### config.mk
export PLATFORM = sky130hd
export DESIGN_NAME = apb4_master_bridge
export DESIGN_NICKNAME = d
export VERILOG_FILES = /design/src/rtl/apb4_master_pkg.sv /design/src/rtl/apb4_tmo_cnt.sv /design/src/rtl/apb4_master_bridge.sv
export SDC_FILE = /design/constraint.sdc
export NUM_CORES = 1
export LEC_CHECK = 0
export ABC_CLOCK_PERIOD_IN_PS = 1850
export BUFFER_PORTS_ARGS = -buffer_cell sky130_fd_sc_hd__buf_2
export CORE_AREA = 2 2 113 115
export DETAILED_ROUTE_END_ITERATION = 16
export DIE_AREA = 0 0 115 117
export HOLD_SLACK_MARGIN = 0.1
export PLACE_DENSITY = 0.72
export SETUP_SLACK_MARGIN = 0.15
export SYNTH_ARGS = -nofsm -noshare
export SYNTH_HDL_FRONTEND = slang
export SYNTH_SLANG_ARGS = --single-unit
### constraint.sdc
create_clock -name pclk -period 1.85 [get_ports pclk]
set_clock_uncertainty 0.05 [all_clocks]
set_input_delay 0.37 -clock pclk [delete_from_list [all_inputs] [get_ports pclk]]
set_output_delay 0.37 -clock pclk [all_outputs]
set_load 0.005 [all_outputs]
### src/rtl/apb4_master_pkg.sv
// Shared types and constants for the APB4 initiator bridge.
package apb4_master_pkg;

   typedef enum logic [1:0] {
      ST_IDLE   = 2'd0,
      ST_SETUP  = 2'd1,
      ST_ACCESS = 2'd2,
      ST_RESP   = 2'd3
   } state_e;

   localparam logic [2:0] PROT_NORMAL = 3'b000;
   localparam logic [2:0] PROT_PRIV   = 3'b001;

   // Byte-strobe width for a given data bus width.
   function automatic int unsigned APB4_STRB_W(input int unsigned data_width);
      return data_width / 8;
   endfunction

endpackage

### src/rtl/apb4_tmo_cnt.sv
// Saturating ACCESS-phase wait counter; done_c flags the cycle that reaches LIMIT.
module apb4_tmo_cnt #(
   parameter int unsigned WIDTH = 8,
   parameter int unsigned LIMIT = 255
) (
   input  logic clk,
   input  logic rst_n,
   input  logic en,
   input  logic clr,
   output logic done_c
);

   localparam logic [WIDTH-1:0] CNT_MAX = '1;
   localparam logic [WIDTH-1:0] LIM_M1  = (LIMIT == 0) ? '0 : WIDTH'(LIMIT - 1);

   logic [WIDTH-1:0] cnt;

   always_ff @(posedge clk) begin
      if (!rst_n) begin
         cnt <= '0;
      end else if (clr) begin
         cnt <= '0;
      end else if (en && (cnt != CNT_MAX)) begin
         cnt <= cnt + WIDTH'(1);
      end
   end

   // The cycle whose missing pready would make the LIMIT-th wait cycle; LIMIT=0 never fires.
   assign done_c = (LIMIT != 0) && en && (cnt == LIM_M1);

endmodule

### src/rtl/apb4_master_bridge.sv
// APB4 initiator: one valid/ready request in, one SETUP/ACCESS transfer out, one response back.
module apb4_master_bridge
   import apb4_master_pkg::*;
#(
   parameter int unsigned ADDR_WIDTH = 32,
   parameter int unsigned DATA_WIDTH = 32,
   parameter int unsigned TMO_WIDTH  = 8,
   parameter int unsigned TMO_CYCLES = 255
) (
   input  logic                                 pclk,
   input  logic                                 presetn,
   input  logic                                 req_valid_i,
   output logic                                 req_ready_o,
   input  logic [ADDR_WIDTH-1:0]                req_addr_i,
   input  logic                                 req_write_i,
   input  logic [DATA_WIDTH-1:0]                req_wdata_i,
   input  logic [APB4_STRB_W(DATA_WIDTH)-1:0]   req_wstrb_i,
   input  logic [2:0]                           req_prot_i,
   output logic                                 rsp_valid_o,
   input  logic                                 rsp_ready_i,
   output logic [DATA_WIDTH-1:0]                rsp_rdata_o,
   output logic                                 rsp_err_o,
   output logic                                 rsp_tmo_o,
   output logic [ADDR_WIDTH-1:0]                paddr_o,
   output logic                                 psel_o,
   output logic                                 penable_o,
   output logic                                 pwrite_o,
   output logic [DATA_WIDTH-1:0]                pwdata_o,
   output logic [APB4_STRB_W(DATA_WIDTH)-1:0]   pstrb_o,
   output logic [2:0]                           pprot_o,
   input  logic [DATA_WIDTH-1:0]                prdata_i,
   input  logic                                 pready_i,
   input  logic                                 pslverr_i
);

   state_e state;
   logic   tmo_en;
   logic   tmo_clr;
   logic   tmo_done;

   assign tmo_en  = (state == ST_ACCESS) && !pready_i;
   assign tmo_clr = (state != ST_ACCESS);

   apb4_tmo_cnt #(
      .WIDTH (TMO_WIDTH),
      .LIMIT (TMO_CYCLES)
   ) u_tmo_cnt (
      .clk    (pclk),
      .rst_n  (presetn),
      .en     (tmo_en),
      .clr    (tmo_clr),
      .done_c (tmo_done)
   );

   always_ff @(posedge pclk) begin
      if (!presetn) begin
         state       <= ST_IDLE;
         req_ready_o <= 1'b0;
         rsp_valid_o <= 1'b0;
         rsp_rdata_o <= '0;
         rsp_err_o   <= 1'b0;
         rsp_tmo_o   <= 1'b0;
         paddr_o     <= '0;
         psel_o      <= 1'b0;
         penable_o   <= 1'b0;
         pwrite_o    <= 1'b0;
         pwdata_o    <= '0;
         pstrb_o     <= '0;
         pprot_o     <= '0;
      end else begin
         case (state)
            ST_IDLE: begin
               req_ready_o <= 1'b1;
               if (req_valid_i && req_ready_o) begin
                  // Reads drive zero data/strobes; the latched fields stay put until ACCESS ends.
                  req_ready_o <= 1'b0;
                  paddr_o     <= {req_addr_i[ADDR_WIDTH-1:2], 2'b00};
                  pwrite_o    <= req_write_i;
                  pwdata_o    <= req_write_i ? req_wdata_i : '0;
                  pstrb_o     <= req_write_i ? req_wstrb_i : '0;
                  pprot_o     <= req_prot_i;
                  psel_o      <= 1'b1;
                  state       <= ST_SETUP;
               end
            end
            ST_SETUP: begin
               penable_o <= 1'b1;
               state     <= ST_ACCESS;
            end
            ST_ACCESS: begin
               // pready takes priority over a timeout landing on the same cycle.
               if (pready_i) begin
                  psel_o      <= 1'b0;
                  penable_o   <= 1'b0;
                  rsp_valid_o <= 1'b1;
                  rsp_rdata_o <= pwrite_o ? '0 : prdata_i;
                  rsp_err_o   <= pslverr_i;
                  rsp_tmo_o   <= 1'b0;
                  state       <= ST_RESP;
               end else if (tmo_done) begin
                  psel_o      <= 1'b0;
                  penable_o   <= 1'b0;
                  rsp_valid_o <= 1'b1;
                  rsp_rdata_o <= '0;
                  rsp_err_o   <= 1'b1;
                  rsp_tmo_o   <= 1'b1;
                  state       <= ST_RESP;
               end
            end
            ST_RESP: begin
               if (rsp_ready_i) begin
                  rsp_valid_o <= 1'b0;
                  req_ready_o <= 1'b1;
                  state       <= ST_IDLE;
               end
            end
            default: begin
               state <= ST_IDLE;
            end
         endcase
      end
   end

endmodule

# ---- Word level (Yosys, flattened, before mapping)
# Cells that the tools add are included.
# Widths: inputs -> output; s select.
dict set report totals {
  out_inout_bits 110
  inputBits 110
  ff_bits 118
}
dict set report op_classes {
  add_sub_neg 1
  eq_ne 9
  bitwise_logic 1
  n_mux 24
  reduce_logical 19
}
# cell n
set op_table {}
lappend op_table {{$mux 32} 4}
lappend op_table {{$mux 1} 10}
lappend op_table {{$reduce_bool 2->1} 5}
lappend op_table {{$reduce_and 3->1} 3}
lappend op_table {{$add 8x1->8 const B} 1}
lappend op_table {{$eq 8x8->1 const B} 1}
lappend op_table {{$mux 2} 4}
lappend op_table {{$ne 8x8->1 const B} 1}
lappend op_table {{$pmux 1 s2} 4}
lappend op_table {{$pmux 2 s4} 1}
lappend op_table {{$reduce_and 2->1} 4}
lappend op_table {{$ne 2x2->1 const B} 3}
lappend op_table {{$eq 2x2->1 const B} 2}
lappend op_table {{$logic_and 1x1->1} 4}
lappend op_table {{$mux 4} 1}
lappend op_table {{$ne 3x3->1 const B} 1}
lappend op_table {{$eq 2x1->1 const B} 1}
lappend op_table {{$logic_not 2->1} 1}
lappend op_table {{$reduce_or 2->1} 1}
lappend op_table {{$logic_not 1->1} 1}
lappend op_table {{$not 1->1} 1}

# ---- Logic depth before layout (Yosys ltp)
# Gate-level depths: netlist (run 1).
dict set report logic_depth {
  word_depth 6
  ltp_mapped 9
  depth_no_buf 6
}

# ---- Cells and area by module
# Synthesis (run 1) repeated with hierarchy kept, for this count alone.
dict set report hier_totals {
  hier_cells 483
  area_unflattened_um2 4610.7
}
# mod cells_each instances seq_area_each_um2 area_each_um2
set by_module_without_submodules {}
lappend by_module_without_submodules {apb4_master_bridge 433 1 2202.1 4139.0}
lappend by_module_without_submodules {apb4_tmo_cnt 50 1 160.2 471.7}

# ---- Worst setup path after synthesis (run 1)
# No wires, ideal clock.
dict set report synth_timing {
  path_kind {register to register}
  start {register state[0]}
  end {register rsp_err_o}
  path_buffers 2
  setup_slack_ns 0.077
  setup_time_ns 0.119
  stages_incl_launch_ff 9
  t_arrival_ns 1.605
  required_ns 1.681
  path_cell_list {dfxtp_1 > inv_1 > ha_1 > nand2b_1 > a31o_1 > buf_6 > and2_4 > buf_6 > o221a_2}
}
dict set report synth_between {
  elab_chain_len 5
}
# element line
set synth_lines {}
lappend synth_lines {{start, declared} apb4_master_bridge.sv:36} ;# state_e state;
lappend synth_lines {{start signal, assigned} apb4_master_bridge.sv:57} ;# state <= ST_IDLE;
lappend synth_lines {{start signal, assigned} apb4_master_bridge.sv:83} ;# state <= ST_SETUP;
lappend synth_lines {{start signal, assigned} apb4_master_bridge.sv:88} ;# state <= ST_ACCESS;
lappend synth_lines {{$eq 2x2->1 *} {apb4_master_bridge.sv:41, apb4_master_bridge.sv:71}}
lappend synth_lines {{$logic_and 1x1->1} apb4_master_bridge.sv:41} ;# assign tmo_en = (state == ST_ACCESS) && !pready_i;
lappend synth_lines {{$logic_and 1x1->1} apb4_tmo_cnt.sv:29} ;# assign done_c = (LIMIT != 0) && en && (cnt == LIM_M1);
lappend synth_lines {{$reduce_bool 2->1 (no source line)} n/a}
lappend synth_lines {{$reduce_and 2->1 (no source line) *} n/a}
lappend synth_lines {{end signal, assigned} apb4_master_bridge.sv:97} ;# rsp_err_o <= pslverr_i;
lappend synth_lines {{end, declared} apb4_master_bridge.sv:22} ;# output logic rsp_err_o,
# Mark *: on every way between the ends. The rest lies on a longest branch, timed or not.
# A chain may end at the register's enable or synchronous reset.

# ---- Final worst setup path (run 1)
dict set report layout_timing {
  start {register u_tmo_cnt.cnt[0]}
  end {register rsp_err_o}
}
dict set report layout_between {
  elab_chain_len 4
}
# element line
set layout_lines {}
lappend layout_lines {{start, declared} apb4_tmo_cnt.sv:16} ;# logic [WIDTH-1:0] cnt;
lappend layout_lines {{start signal, assigned} apb4_tmo_cnt.sv:24} ;# cnt <= cnt + WIDTH'(1);
lappend layout_lines {{$eq 8x8->1} apb4_tmo_cnt.sv:29}
lappend layout_lines {{$logic_and 1x1->1} apb4_tmo_cnt.sv:29}
lappend layout_lines {{$reduce_bool 2->1 (no source line)} n/a}
lappend layout_lines {{$reduce_and 2->1 (no source line)} n/a}
# No other way between the ends.

==> qor.csv, run 1 <==
stage,metric,value,unit
outcome,outcome,finished clean,
synthesis,netlist_area,0.00479,mm^2
drt,drc,0,
worst_setup_path,cp_slowest_cell,dfxtp_1,
global_routing,grt_overflow,0,
cts,cts_tree,built,
placed_design,portBuffers,215,
die,rows,41,
synthesis,async_flop_share,0,%
timing,hold_violations,0,
timing,rsz0062_at_grt,no,
synthesis,synth_edf_count,0,
synthesis,postSynthCellCount,552,
placed_design,dp_slack,0.140,ns
global_routing,antenna_found_initial,0,
cts,clock_latency,0.41,ns
synthesis,synth.avg_cell_area,8.68,um^2
worst_setup_path,worstPathMaxFanout,17,
cts,ctsHtreeMaxLevel,4,
placed_design,place.gp.congestion,0.743,
global_routing,grt_pass1_vias,4108,
synthesis,synthFlopType,dfxtp_1,
timing,fin_crit,1.65,ns
cts,cts.clk_slew.worst_paths,0.05,ns
drt,routedWlPerCell,14.4,um
die,dieHeight,117,um
timing,hold_ws,0.130,ns
drt,via_count,4564,
timing,fmax,0.608,GHz
drt,vias_per_cell,4.96,
cts,clock-root-buffer,clkbuf_16,
worst_setup_path,required,2.10,ns
drt,wirelength,13.2,mm
worst_setup_path,end_kind,flip-flop,
synthesis,synth_cell_types,38,
layout,drive_gt1_share,39.6,%
power,power_leakage,2.94,nW
timing,fin_crit_sh,89.0,%
layout,final_common_cell,buf_2,
drt,antenna_left,0,
worst_setup_path,crit_path_max_incr_delay,0.36,ns
global_routing,grt_pass1_wl,19.9,mm
power,p_per_area,1170,mW/mm^2
layout,layout_common_cells,"buf_2, nand2_1, dfxtp_1",
timing,relSlewSlack,66.0,%
cts,cts_inserted_buffers,17,
layout,final_nets,875,
layout,diodes,0,
synthesis,yosysSeqAreaShare,49.3,%
timing,tightest_slew,0.511,ns
placed_design,hpwl,8.62,mm
timing,tns,0,ns
worst_setup_path,critical_path_class,reg2reg,
die,core,0.0123,mm^2
cts,clockBufferDepth,2,
die,start_util,38.9,%
synthesis,ys_ff_latch,118,
worst_setup_path,critPathArrivalTime,1.89,ns
synthesis,ys_warn_count,0,
cts,clkSinkCount,118,
drt,drt_iter0_drc,287,
min_path,hold_class,in2reg,
worst_setup_path,crit_chain,inv_1 > ha_1 > a31o_4 > and2_4 > buf_12 > o221a_2,
flow_run,cap_violations,0,
layout,area_delta_synth_final,39.4,%
timing,setup_viol,0,
power,max-vdd-ir-drop,0.756,mV
worst_setup_path,start_kind,flip-flop,
die,die_width,115,um
global_routing,grt_max_degree,61,
timing,slew_violations,0,
timing,layout_setup_ws,0.204,ns
drt,first_pass_iters,4,
die,die_area,0.0135,mm^2
die,ioPinCount,220,
global_routing,grt_usage,18.7,%
power by group:
| part | leakage [nW] | internal [mW] | total, mW | switching [mW] |
|---|---|---|---|---|
| clock | 0.270 | 1.97 | 3.02 | 1.06 |
| sequential | 0.957 | 2.82 | 2.96 | 0.141 |
| combinational | 1.71 | 0.772 | 1.83 | 1.06 |
| total | 2.94 | 5.56 | 7.81 | 2.26 |
logic make-up after synthesis:
| logic type | count (synthesis) | share of synthesized area (%) |
|---|---|---|
| AOI/OAI and AO/OA | 125 | 20.0 |
| xor gates and xnor gates | 4 | 0.731 |
| adders and majority gates | 6 | 1.57 |
| buffers and inverters | 54 | 5.33 |
| DFF | 118 | 49.3 |
| muxes | 2 | 0.418 |
| other | 1 | 0.0783 |
| and+or+nand+nor | 242 | 22.6 |
flip-flops by register name (all words and copies together) (netlist names):
register,flops
paddr_o,30
penable_o,1
pprot_o,3
psel_o,1
pstrb_o,4
pwdata_o,32
pwrite_o,1
req_ready_o,1
rsp_err_o,1
rsp_rdata_o,32
rsp_tmo_o,1
rsp_valid_o,1
state,2
u_tmo_cnt.cnt,8
metal layers:
metal	global-route usage [%]	wire, um	vias up
met2	30.0	6270	145
met3	6.54	798	18
met4	7.55	272	0
li1	-	-	2305
met5	0	0	-
met1	23.0	5890	2096
critical path, delay by kind of cell (launching register included):
kind            cells  cell delay [ns]
flops               1             0.36
simple gates        1             0.18
buf+inv             2             0.22
fa+ha+maj           1             0.23
compound gates      2             0.50
final cells by class:
type / instances / area [um^2]
clock buffers: 26 / 499
clock inverters: 4 / 45.0
fillers: 1169 / 5630
inverters: 5 / 18.8
multi-input cells: 381 / 2220
flip-flops and latches: 118 / 2360
well taps: 150 / 188
repair buffers: 236 / 1340
synth_stat cells (all sizes together), types with 5 or more instances:
master	n	area, um^2
nand4	33	206
inv	5	18.8
nand2	148	556
clkbuf	39	146
ha	6	75.1
a21boi	70	526
dfxtp	118	2360
nor2	8	30.0
buf	10	90.1
o21ai	37	290
nand3	40	200
a21oi	5	32.5
stage by stage:
stage | std cells | utilization, % | area, um^2 | power (mW)
final | 920 | 54.3 | 6680 | 7.81
after global routing | 920 | 54.3 | 6680 | 8.22
after CTS | 917 | 53.7 | 6610 | 7.79
after detailed placement | 887 | 49.2 | 6060 | 4.73
after global placement | 887 | 49.2 | 6060 | 4.71
after floorplan | 553 | - | 4820 | 4.03
repair_timing:
item | 4_1_cts | 5_1_grt
setup buffers | 0 | 1
cloned | 0 | 2
endpoints found under the setup margin | 1 | 28
hold buffers | 0 | 0
resized for setup | 1 | 6
worst paths after layout:
kind | from | end | slack [ns] | cells after the start
setup / recovery | u_tmo_cnt.cnt[0] | rsp_err_o | 0.20 | 6
hold / removal | rsp_ready_i | rsp_valid_o | 0.13 | 2
setup reg to reg | u_tmo_cnt.cnt[0] | rsp_err_o | 0.20 | 6
hold reg to reg | rsp_rdata_o[3] | rsp_rdata_o[3] | 0.40 | 2
(Power assumes the default switching activity.)
==> run 2: changes to the inputs <==
--- a/config.mk
+++ b/config.mk
@@ -12,6 +12,7 @@
 export DIE_AREA = 0 0 115 117
 export HOLD_SLACK_MARGIN = 0.1
 export PLACE_DENSITY = 0.72
+export REMOVE_ABC_BUFFERS = 1
 export SETUP_SLACK_MARGIN = 0.15
 export SYNTH_ARGS = -nofsm -noshare
 export SYNTH_HDL_FRONTEND = slang
==> qor.csv, run 2 (synthesized netlist as in run 1, its figures left out) <==
stage,metric,value,unit,change
cts,clock-root-buffer,clkbuf_16,,
placed_design,dpl-instance-area,0.00609,mm^2,+0.41%
drt,wirelength,13.1,mm,-1.1%
timing,setup_viol,0,,unchanged
timing,hold_ws,0.127,ns,-0.00272 ns
drt,routedWlPerCell,14.1,um,-2.1%
die,dieHeight,117,um,unchanged
placed_design,portBuffers,215,,unchanged
power,p_sw_share,29.0,%,+0.12 points
worst_setup_path,end_kind,flip-flop,,
cts,clockBufferDepth,2,,unchanged
worst_setup_path,startpoint,u_tmo_cnt.cnt[1],,
layout,drive_gt1_share,40.7,%,+1.1 points
drt,drt_iter0_drc,226,,-21%
die,rows,41,,unchanged
power,power.internal,5.67,mW,+1.9%
outcome,outcome,finished clean,,
power,p_sw,2.31,mW,+2.5%
global_routing,grt_pass1_wl,19.9,mm,-0.24%
die,start_util,38.9,%,unchanged
layout,layout_common_cells,"buf_2, nand2_1, dfxtp_1",,
worst_setup_path,critical_path_class,reg2reg,,
power,power_leakage,3.00,nW,+2.0%
layout,final_cells,929,,+0.98%
drt,antenna_left,0,,unchanged
cts,clkSinkCount,118,,unchanged
layout,reg_top3,"pwdata_o: 32 flops, rsp_rdata_o: 32 flops, paddr_o: 30 flops",,
cts,cts_tree,built,,
worst_setup_path,timing.rr.start,u_tmo_cnt.cnt[1],,
layout,final_nets,883,,+0.91%
cts,holdBufCountCts,0,,unchanged
layout,area_delta_synth_final,41.9,%,
placed_design,placed_cells,888,,+0.11%
global_routing,grt_pass1_vias,4111,,+0.073%
worst_setup_path,start_kind,flip-flop,,
flow_run,cap_violations,0,,unchanged
worst_setup_path,r2r-end,u_tmo_cnt.cnt[5],,
power,clock_power_share,39.3,%,+0.6 points
layout,final_common_cell,buf_2,,
drt,vias_per_cell,4.94,,-0.47%
placed_design,dp_slack,0.0806,ns,-0.0595 ns
worst_setup_path,worstPathMaxFanout,5,,-12
die,core,0.0123,mm^2,unchanged
power,seqPwrFrac,37.2,%,-0.7 points
layout,fin_area,0.00680,mm^2,+1.8%
layout,n_fill_cell,1159,,-0.86%
placed_design,place.gp.congestion,0.756,,+1.8%
worst_setup_path,rrSetupSlack,0.21,ns,about the same
drt,via_count,4587,,+0.50%
cts,cts_inserted_buffers,17,,unchanged
layout,diodes,0,,unchanged
worst_setup_path,required,2.14,ns,+0.04 ns
worst_setup_path,crit_end,u_tmo_cnt.cnt[5],,
drt,drc,0,,unchanged
cts,clock_latency,0.41,ns,about the same
worst_setup_path,worst-r2r-cell-count,6,,unchanged
timing,hold_violations,0,,unchanged
layout,regArea,0.00236,mm^2,about the same
layout,multiInputGateArea,0.00222,mm^2,about the same
worst_setup_path,critPathArrivalTime,1.93,ns,+0.04 ns
global_routing,grt_overflow,0,,unchanged
power,max-vdd-ir-drop,0.625,mV,-17%
power,p_per_area,1170,mW/mm^2,+0.32%
die,die_area,0.0135,mm^2,unchanged
timing,layout_setup_ws,0.208,ns,+0.00357 ns
min_path,hold_class,in2reg,,
cts,ctsHtreeMaxLevel,4,,unchanged
timing,fin_crit,1.64,ns,-0.00358 ns
timing,fmax,0.609,GHz,+0.22%
cts,cts.clk_slew.worst_paths,0.06,ns,about the same
placed_design,hpwl,8.53,mm,-1.0%
die,ioPinCount,220,,unchanged
global_routing,grt_usage,18.6,%,-0.11 points
die,die_width,115,um,unchanged
global_routing,grt_max_degree,57,,-6.6%
power,p_comb_share,23.5,%,about the same
timing,rsz0062_at_grt,no,,
global_routing,antenna_found_initial,0,,unchanged
timing,slew_violations,0,,unchanged
timing,fin_crit_sh,88.8,%,-0.19 points
drt,first_pass_iters,5,,+1
-- run 2: cell count changes in the layout (fill, tap and decap cells not counted), moves of 2 or more --
cell	previous run	this run
buf_12	6	9
clkbuf_1	5	2
clkinv_2	3	6
buf_4	13	15
buf_6	0	2
clkbuf_8	4	2
clkinvlp_4	0	2
-- run 2: how the worst min path moves through the flow --
| stage | startpoint | to | slack, ns | cells past startpoint |
|---|---|---|---|---|
| after floorplan | u_tmo_cnt.cnt[7] | u_tmo_cnt.cnt[7] | 0.39 | 1 |
| after global placement | rsp_rdata_o[0] | rsp_rdata_o[0] | 0.39 | 2 |
| after detailed placement | rsp_rdata_o[29] | rsp_rdata_o[29] | 0.40 | 2 |
| after CTS | rsp_ready_i | rsp_valid_o | 0.12 | 2 |
| after global routing | rsp_ready_i | rsp_valid_o | 0.12 | 2 |
| final | rsp_ready_i | rsp_valid_o | 0.13 | 2 |
-- run 2: critical path, cell delays in order, from the launching register on --
cell	delay [ns]
dfxtp_1	0.31
buf_4	0.15
ha_1	0.19
and3_4	0.19
a21o_1	0.20
or3_1	0.35
a21oi_1	0.13
-- run 2: routing by layer --
| metal | vias to the layer above | wire length, um | GRT usage, % |
|---|---|---|---|
| li1 | 2320 | - | - |
| met1 | 2078 | 5780 | 22.2 |
| met2 | 174 | 6020 | 29.8 |
| met3 | 15 | 1090 | 7.57 |
| met4 | 0 | 188 | 7.47 |
| met5 | - | 0 | 0 |
-- run 2: through the flow --
stage                     power (mW)  utilization (%)  TNS (ns)
after global placement          4.70             49.4         0
after global routing            8.41             55.2         0
final                           7.98             55.2         0
after floorplan                 3.84                -    -72.76
after detailed placement        4.72             49.4         0
after CTS                       7.91             54.1         0
-- run 2: area by class of cell --
type                            instances  area share, %
Timing Repair Buffer                  243           21.2
Clock inverter                         10           1.55
Tap cell                              150           2.76
Sequential cell                       118           34.8
Clock buffer                           21           6.77
Multi-Input combinational cell        382           32.7
Inverter                                5          0.276
-- run 2: timing repair --
action / in CTS / in global routing
endpoints found under the hold margin: 0 / 0
cloned: 1 / 2
setup buffers: 0 / 7
pin swaps: 0 / 4
gates resized for setup: 0 / 13
setup endpoints to repair: 17 / 83
-- run 2: power by group through the flow --
| stage | sequential [mW] | clock [mW] | combinational (mW) |
|---|---|---|---|
| 2_1_floorplan | 3.02 | 0 | 0.817 |
| 3_3_place_gp | 3.00 | 0 | 1.71 |
| 3_5_place_dp | 3.01 | 0 | 1.72 |
| 4_1_cts | 2.96 | 3.21 | 1.74 |
| 5_1_grt | 2.99 | 3.33 | 2.08 |
| 6_report | 2.96 | 3.14 | 1.88 |
==> run 3: changes to the inputs <==
--- a/config.mk
+++ b/config.mk
@@ -10,8 +10,9 @@
 export CORE_AREA = 2 2 113 115
 export DETAILED_ROUTE_END_ITERATION = 16
 export DIE_AREA = 0 0 115 117
+export GPL_TIMING_DRIVEN = 0
 export HOLD_SLACK_MARGIN = 0.1
-export PLACE_DENSITY = 0.72
+export PLACE_DENSITY = 0.8
 export REMOVE_ABC_BUFFERS = 1
 export SETUP_SLACK_MARGIN = 0.15
 export SYNTH_ARGS = -nofsm -noshare
==> qor.csv, run 3 (synthesized netlist as in run 1, its figures left out) <==
stage,metric,value,unit,change
worst_setup_path,required,2.06,ns,-0.08 ns
global_routing,grt_usage,19.7,%,+1.1 points
cts,cts_tree,built,,
worst_setup_path,critPathArrivalTime,1.94,ns,about the same
drt,antenna_left,0,,unchanged
timing,relSlewSlack,58.2,%,
placed_design,portBuffers,215,,unchanged
cts,cts_inserted_buffers,17,,unchanged
die,ioPinCount,220,,unchanged
global_routing,grt_overflow,0,,unchanged
drt,drc,0,,unchanged
die,die_width,115,um,unchanged
worst_setup_path,crit_family,compound AO/OA/AOI/OAI gates,,
layout,drive_gt1_share,40.3,%,-0.36 points
timing,fin_crit,1.72,ns,+0.0803 ns
global_routing,grt_pass1_vias,4140,,+0.71%
timing,hold_violations,0,,unchanged
die,core,0.0123,mm^2,unchanged
drt,vias_per_cell,5.07,,+2.8%
placed_design,place.gp.congestion,0.794,,+5.0%
cts,clock_latency,0.40,ns,about the same
layout,final_cells,921,,-0.86%
cts,holdBufCountCts,0,,unchanged
outcome,outcome,finished clean,,
die,rows,41,,unchanged
global_routing,grt_pass1_wl,20.6,mm,+3.9%
cts,cts.clk_slew.worst_paths,0.05,ns,about the same
timing,setup_viol,0,,unchanged
power,p_per_area,1170,mW/mm^2,-0.33%
power,power_leakage,2.93,nW,-2.1%
power,max-vdd-ir-drop,0.565,mV,-9.6%
layout,reg_top3,"pwdata_o: 32 flops, rsp_rdata_o: 32 flops, paddr_o: 30 flops",,
worst_setup_path,crit_path_max_incr_delay,0.36,ns,about the same
timing,fmax,0.581,GHz,-4.7%
cts,clock-root-buffer,clkbuf_16,,
timing,fin_crit_sh,93.1,%,+4.3 points
worst_setup_path,start_kind,flip-flop,,
global_routing,antenna_found_initial,0,,unchanged
layout,area_delta_synth_final,40.8,%,
worst_setup_path,crit_chain,inv_2 > ha_4 > buf_4 > nand3b_1 > a211oi_1 > a211oi_1,,
timing,tns,0,ns,unchanged
cts,clkSinkCount,118,,unchanged
die,die_area,0.0135,mm^2,unchanged
worst_setup_path,crit_buf_inv,2,,+1
die,start_util,38.9,%,unchanged
worst_setup_path,critical_path_class,reg2reg,,
drt,routedWlPerCell,15.6,um,+11%
timing,slew_violations,0,,unchanged
timing,rsz0062_at_grt,yes,,
layout,layout_common_cells,"buf_2, nand2_1, dfxtp_1",,
flow_run,cap_violations,0,,unchanged
drt,via_count,4673,,+1.9%
worst_setup_path,cp_slowest_cell,a211oi_1,,
drt,first_pass_iters,6,,+1
layout,final_core_util,54.8,%,-0.44 points
die,dieHeight,117,um,unchanged
placed_design,hpwl,8.03,mm,-5.8%
layout,diodes,0,,unchanged
global_routing,grt_max_degree,59,,+3.5%
min_path,hold_class,in2reg,,
worst_setup_path,end_kind,flip-flop,,
cts,clockBufferDepth,2,,unchanged
placed_design,placed_cells,872,,-1.8%
layout,final_nets,877,,-0.68%
worst_setup_path,worst_path_most_repeated_cell,a211oi_1,,
timing,tightest_slew,0.627,ns,
drt,wirelength,14.4,mm,+9.8%
drt,drt_iter0_drc,308,,+36%
layout,final_common_cell,buf_2,,
worst_setup_path,worstPathMaxFanout,13,,+8
cts,ctsHtreeMaxLevel,4,,unchanged
==> run 3: cell count changes in the layout (fill, tap and decap cells not counted), moves of 2 or more <==
cell        previous run  this run
buf_4                 15         7
buf_12                 9         5
a21boi_0              69        67
a21boi_1               1         3
a31o_4                 0         2
bufinv_16              2         0
clkbuf_8               2         4
clkinvlp_4             2         0
ha_4                   0         2
nand3_4                1         3
==> run 3: area by class of cell <==
type,count,area (um^2)
clock buffers,24,492
clock inverters,5,25.0
fillers,1135,5570
inverters,5,18.8
multi-input cells,388,2340
flip-flops and latches,118,2360
well taps,150,188
repair buffers,231,1310
==> run 3: path summary, 6_finish.rpt <==
path,startpoint,endpoint,slack [ns],cells past startpoint
worst max-delay path,state[0],u_tmo_cnt.cnt[2],0.13,6
worst min-delay path,rsp_ready_i,rsp_valid_o,0.15,2
worst max register to register,state[0],u_tmo_cnt.cnt[2],0.13,6
worst min register to register,rsp_rdata_o[27],rsp_rdata_o[27],0.40,2
==> run 3: per-layer routing <==
metal | up-vias | part of all wire [%] | GRT usage (%)
li1 | 2322 | - | -
met1 | 2163 | 43 | 23.1
met5 | - | 0 | 0
met4 | 0 | 0.60 | 5.46
met2 | 180 | 50 | 35.3
met3 | 8 | 6.9 | 5.61
==> run 3: worst reg2reg max path, stage by stage (launching register included) <==
cell and delay (ns):
dfxtp_1 0.33, inv_2 0.13, ha_4 0.18, buf_4 0.22, nand3b_1 0.21, a211oi_1 0.36, a211oi_1 0.11
==> run 3: per-stage QoR <==
| stage | hold WS [ns] | cell area, um^2 | total power [mW] | worst slack (ns) |
|---|---|---|---|---|
| 3_3_place_gp | 0.393 | 5820 | 4.50 | -2.12 |
| 5_1_grt | 0.135 | 6750 | 8.30 | 0.0164 |
| 2_1_floorplan | 0.392 | 4560 | 3.84 | -1.04 |
| 6_report | 0.148 | 6750 | 7.89 | 0.128 |
| 4_1_cts | 0.126 | 6600 | 7.78 | 0.0866 |
| 3_5_place_dp | 0.397 | 5910 | 4.56 | -1.52 |
==> run 3: report_power, final <==
group	switching (mW)	internal [mW]	leakage, nW
Clock	1.08	1.82	0.261
Combinational	1.17	0.836	1.72
Sequential	0.170	2.82	0.956
Total	2.42	5.47	2.93
==> run 3: what timing repair did <==
action | in CTS | in global routing
endpoints found under the setup margin | 116 | 55
setup buffers | 6 | 6
gates resized for setup | 13 | 12
pin swaps | 4 | 0
gates cloned | 5 | 3
